### src/rtl/bin2bcd_seq.sv
// Sequential binary-to-BCD converter (double dabble, one input bit per clock).
// Optional two's-complement input, overflow flag and leading-zero blanking.
//
// state   | meaning
// --------+-------------------------------------------------------------
// S_IDLE  | waiting for start; results held
// S_SHIFT | add-3 / shift one magnitude bit into the digit accumulator
// S_FIN   | register results, pulse done, return to idle
module bin2bcd_seq #(
  parameter int BIN_W  = 16,
  parameter int DIGITS = 5,
  parameter int SIGNED = 0
) (
  input  logic                  clk,
  input  logic                  rst,
  input  logic                  start,
  input  logic [BIN_W-1:0]      din,
  output logic                  busy,
  output logic                  done,
  output logic [4*DIGITS-1:0]   bcd,
  output logic                  neg,
  output logic                  ovf,
  output logic [DIGITS-1:0]     blank
);

  // Enough digits to hold 2^BIN_W-1; the accumulator is widened to DIGITS
  // when more output digits are requested than the value can ever need.
  localparam int INT_DIG = (BIN_W * 301) / 1000 + 1;
  localparam int ACC_DIG = (INT_DIG > DIGITS) ? INT_DIG : DIGITS;
  localparam int ACC_W   = 4 * ACC_DIG;
  localparam int CNT_W   = $clog2(BIN_W + 1);

  typedef enum logic [1:0] {
    S_IDLE  = 2'd0,
    S_SHIFT = 2'd1,
    S_FIN   = 2'd2
  } state_t;

  state_t              state_q, state_d;
  logic [BIN_W-1:0]    mag_q, mag_d;
  logic [ACC_W-1:0]    acc_q, acc_d;
  logic [CNT_W-1:0]    cnt_q, cnt_d;
  logic                sgn_q, sgn_d;
  logic [4*DIGITS-1:0] bcd_q, bcd_d;
  logic                neg_q, neg_d;
  logic                ovf_q, ovf_d;
  logic [DIGITS-1:0]   blank_q, blank_d;
  logic                done_q, done_d;

  logic                din_neg;
  logic [ACC_W-1:0]    acc_adj;
  logic [ACC_W+BIN_W-1:0] shifted;
  logic                acc_ovf;
  logic [DIGITS-1:0]   blank_calc;
  logic                upper_zero;

  assign din_neg = (SIGNED != 0) && din[BIN_W-1];

  // Add 3 to every digit >= 5 before the shift so it carries correctly.
  always_comb begin
    acc_adj = acc_q;
    for (int i = 0; i < ACC_DIG; i++) begin
      if (acc_q[4*i +: 4] >= 4'd5) acc_adj[4*i +: 4] = acc_q[4*i +: 4] + 4'd3;
    end
    shifted = {acc_adj, mag_q} << 1;
  end

  // Overflow: any nonzero digit above the visible ones.
  generate
    if (ACC_DIG > DIGITS) begin : g_ovf
      assign acc_ovf = |acc_q[ACC_W-1:4*DIGITS];
    end else begin : g_no_ovf
      assign acc_ovf = 1'b0;
    end
  endgenerate

  // Leading-zero mask: digit i blanks when it and all digits above are zero;
  // digit 0 is always shown so a zero result reads "0".
  always_comb begin
    upper_zero = 1'b1;
    blank_calc = '0;
    for (int i = DIGITS - 1; i >= 0; i--) begin
      upper_zero = upper_zero & (acc_q[4*i +: 4] == 4'd0);
      if (i != 0) blank_calc[i] = upper_zero;
    end
  end

  // Next-state and datapath update.
  always_comb begin
    state_d = state_q;
    mag_d   = mag_q;
    acc_d   = acc_q;
    cnt_d   = cnt_q;
    sgn_d   = sgn_q;
    bcd_d   = bcd_q;
    neg_d   = neg_q;
    ovf_d   = ovf_q;
    blank_d = blank_q;
    done_d  = 1'b0;
    case (state_q)
      S_IDLE: begin
        if (start) begin
          state_d = S_SHIFT;
          mag_d   = din_neg ? (~din + 1'b1) : din;
          sgn_d   = din_neg;
          acc_d   = '0;
          cnt_d   = CNT_W'(BIN_W);
        end
      end
      S_SHIFT: begin
        acc_d = shifted[ACC_W+BIN_W-1:BIN_W];
        mag_d = shifted[BIN_W-1:0];
        cnt_d = cnt_q - 1'b1;
        if (cnt_q == CNT_W'(1)) state_d = S_FIN;
      end
      S_FIN: begin
        bcd_d   = acc_q[4*DIGITS-1:0];
        ovf_d   = acc_ovf;
        neg_d   = sgn_q;
        blank_d = acc_ovf ? '0 : blank_calc;
        done_d  = 1'b1;
        state_d = S_IDLE;
      end
      default: state_d = S_IDLE;
    endcase
  end

  // State and result registers; reset aborts any conversion in flight.
  always_ff @(posedge clk or posedge rst) begin
    if (rst) begin
      state_q <= S_IDLE;
      mag_q   <= '0;
      acc_q   <= '0;
      cnt_q   <= '0;
      sgn_q   <= 1'b0;
      bcd_q   <= '0;
      neg_q   <= 1'b0;
      ovf_q   <= 1'b0;
      blank_q <= '0;
      done_q  <= 1'b0;
    end else begin
      state_q <= state_d;
      mag_q   <= mag_d;
      acc_q   <= acc_d;
      cnt_q   <= cnt_d;
      sgn_q   <= sgn_d;
      bcd_q   <= bcd_d;
      neg_q   <= neg_d;
      ovf_q   <= ovf_d;
      blank_q <= blank_d;
      done_q  <= done_d;
    end
  end

  assign busy  = (state_q != S_IDLE);
  assign done  = done_q;
  assign bcd   = bcd_q;
  assign neg   = neg_q;
  assign ovf   = ovf_q;
  assign blank = blank_q;

endmodule

### config.mk
export PLATFORM = sky130hd
export DESIGN_NAME = bin2bcd_seq
export DESIGN_NICKNAME = d
export VERILOG_FILES = /design/src/rtl/bin2bcd_seq.sv
export SDC_FILE = /design/constraint.sdc
export NUM_CORES = 1
export LEC_CHECK = 0
export ABC_AREA = 1
export CAP_MARGIN = 20
export CORE_AREA = 2 2 91 85
export DETAILED_ROUTE_END_ITERATION = 8
export DIE_AREA = 0 0 93 87
export PLACE_DENSITY = 0.8
export SLEW_MARGIN = 20
export SYNTH_ARGS = -nofsm -noshare
export SYNTH_HDL_FRONTEND = slang
export SYNTH_SLANG_ARGS = --single-unit
### constraint.sdc
create_clock -name clk -period 2 [get_ports clk]
set_input_delay 0.2 -clock clk [delete_from_list [all_inputs] [get_ports clk]]
set_output_delay 0.2 -clock clk [all_outputs]
set_load 0.1 [all_outputs]
==> flow_summary_export.csv <==
group,metric,value,unit
critical_path,required,1.80,ns
critical_path,r2r_setup_slack,0.57,ns
logic_synthesis,synth_ff_type,"dfrtp_1",
die,core-area,7207,µm²
logic_synthesis,synth-edff-count,0,
clocking,cts_max_path_buffers,2,
die,die_area,8091,µm²
die,die_h,87,µm
die,io_pins,48,
logic_synthesis,synth_cell_type_count,27,
logic_synthesis,yosysMostFrequentCell,"nand2_1",
sta,worst_pin_slew,0.5002,ns
logic_synthesis,synth_common_cells,"nand2_1, dfrtp_1, inv_1",
flow_run,cap_violations,0,
sta,post-route-min-period,1.483,ns
logic_synthesis,ys_ff_latch,68,
run_status,outcome,"complete, no violations",
sta,max_freq,674.1,MHz
sta,finClkSkew,0.006147,ns
sta,rsz0062_at_grt,"no",
finish,fillers,670,
logic_synthesis,synth_top_area_share,50.04,%
global_route,grt-ovfl-total,0,
die,rows,30,
sta,slew_viol_final,0,
clocking,clock_insertion_delay_worst_skew,0.35,ns
global_route,grt_pass1_vias,2709,
logic_synthesis,avgSynthCellArea,8.439,µm²
clocking,ctsHoldBuffers,0,
place,hpwl,4.364,mm
die,die_x,93,µm
hold_path,hp-class,"input port to async pin",
clocking,cts.sinks,68,
clocking,cts_max_level,3,
logic_synthesis,synth_top_cell_by_area,"dfrtp_1",
clocking,post_cts_resized,0,
finish,drive_above_1_share,11.97,%
sta,setup_viol,0,
route,drtIter0Drc,130,
critical_path,crit_fanout,4,
logic_synthesis,ys_top_cells_by_area,"dfrtp_1, nand2_1, nand3_1, ha_1, o21ai_0",
sta,finalSetupTns,0,ns
finish,multi_input_area,1374,µm²
clocking,postCtsSetupBuffers,0,
sta,slew_headroom,66.61,%
route,routedWlPerCell,11.87,µm
critical_path,arrival,1.28,ns
logic_synthesis,seq_area_frac_synth,50.04,%
route,drc_errors,0,
global_route,grt_max_degree,69,
finish,seqCellArea,1702,µm²
sta,finalCritPeriodShare,74.17,%
critical_path,timing_worst_setup_path_type,"flop to output pin",
logic_synthesis,synth_cells,403,
global_route,grt_pass1_wl,11.38,mm
place,numPortBuffers,44,
global_route,grt_usage,17.72,%
clocking,cts_root_buffer,"clkbuf_8",
logic_synthesis,yosysWarnings,0,
finish,area_growth,16.96,%
clocking,cts_tree,"done",
clocking,clk_pin_slew_worst_paths,0.07,ns
global_route,antenna_found_initial,0,
logic_synthesis,syn_area,3401,µm²
critical_path,critPathLaunchType,"flop",
place,gp_congestion,0.7685,
logic_synthesis,async_reset_ff_share,100.0,%
route,wirelength,6.493,mm
route,ant_nets,0,
clocking,cts_made_buffers,9,
finish,n_antenna_cell,0,
die,start_util,47.19,%
finish,nets,480,
sta,hold_viol,0,
critical_path,cp-end-kind,"output pin",
route,viasPerCell,4.907,
route,drtPass1Iterations,4,
route,dr_total_vias,2684,
[layer usage]
metal	track usage, %	wire (µm)
met1	21.48	2995
met2	30.30	3066
met3	4.416	329
met4	7.487	102
met5	0	0
[cell usage in the layout, fill, tap and decap left out]
master and count:
clkdlybuf4s50_1 18, dfrtp_1 68, nand3_1 39, o21ai_0 36, nand3b_1 1, o21a_1 1
clkbuf_8 11, o22ai_1 2, nand2_1 141, nand2_2 1, inv_2 2, clkinv_2 2
conb_1 3, buf_4 26, nor2_4 1, inv_4 1, nand4_1 12, clkinvlp_4 1
nand2_4 2, nor2_1 13, nand3_2 4, xnor2_1 1, a21oi_1 1, o21ai_1 5
bufinv_16 1, buf_12 2, inv_1 40, clkbuf_1 1, ha_1 15
[layout make-up]
type | count | area share [%]
clock inverter | 4 | 1.195
multi-input combinational | 278 | 34.54
inverter | 43 | 4.121
tap | 96 | 3.020
timing repair buffer | 46 | 10.44
sequential | 68 | 42.78
clock buffer | 12 | 3.901
[worst paths after layout]
kind | cells after the start | start | end
worst max-delay path | 3 | state_q[0]$_DFFE_PP0P_ | busy
min in group clk | 3 | din[0] | mag_q[0]$_DFFE_PP0P_
max in group asynchronous | 3 | rst | acc_q[14]$_DFFE_PP0P_
worst min-delay path | 3 | rst | bcd[16]$_DFFE_PP0P_
worst min register to register | 2 | mag_q[0]$_DFFE_PP0P_ | mag_q[0]$_DFFE_PP0P_
worst max register to register | 6 | state_q[1]$_DFFE_PP0P_ | cnt_q[4]$_DFFE_PP0P_
[cells by family (layout without fill, tap and decap cells)]
group | after synthesis | after routing | synth area share [%]
adder cells (fa/ha/maj) | 15 | 15 | 5.519
buffers and inverters | 59 | 105 | 9.786
XOR/XNOR | 1 | 1 | 0.2576
other | 1 | 3 | 0.1103
AO/OA/AOI/OAI | 45 | 45 | 6.769
flip-flops | 68 | 68 | 50.04
AND/OR/NAND/NOR | 214 | 214 | 27.52
[state kept, by name, summed over array words and instances (netlist names)]
signal	flops
blank	4
cnt_q	5
acc_q	20
state_q	2
mag_q	16
done	1
bcd	20
[metrics by stage]
step	hold WS (ns)	utilization [%]	area (µm²)	setup slack, ns	instances
3_3_place_gp	0.4535	52.38	3775	0.4803	531
6_report	0.2365	55.19	3978	0.5166	547
2_1_floorplan	0.3166	-	3408	0.08849	405
4_1_cts	0.2562	55.19	3978	0.4981	547
3_5_place_dp	0.4596	52.38	3775	0.4519	531
5_1_grt	0.3095	55.19	3978	0.4195	547
[critical path, stage by stage (launching register included)]
cell and delay [ns]:
dfrtp_1 0.49, nor2_1 0.10, inv_1 0.07, buf_4 0.28
Power is not shown: default switching activity piles up to over one toggle a cycle in this logic, so the estimate is an artifact.
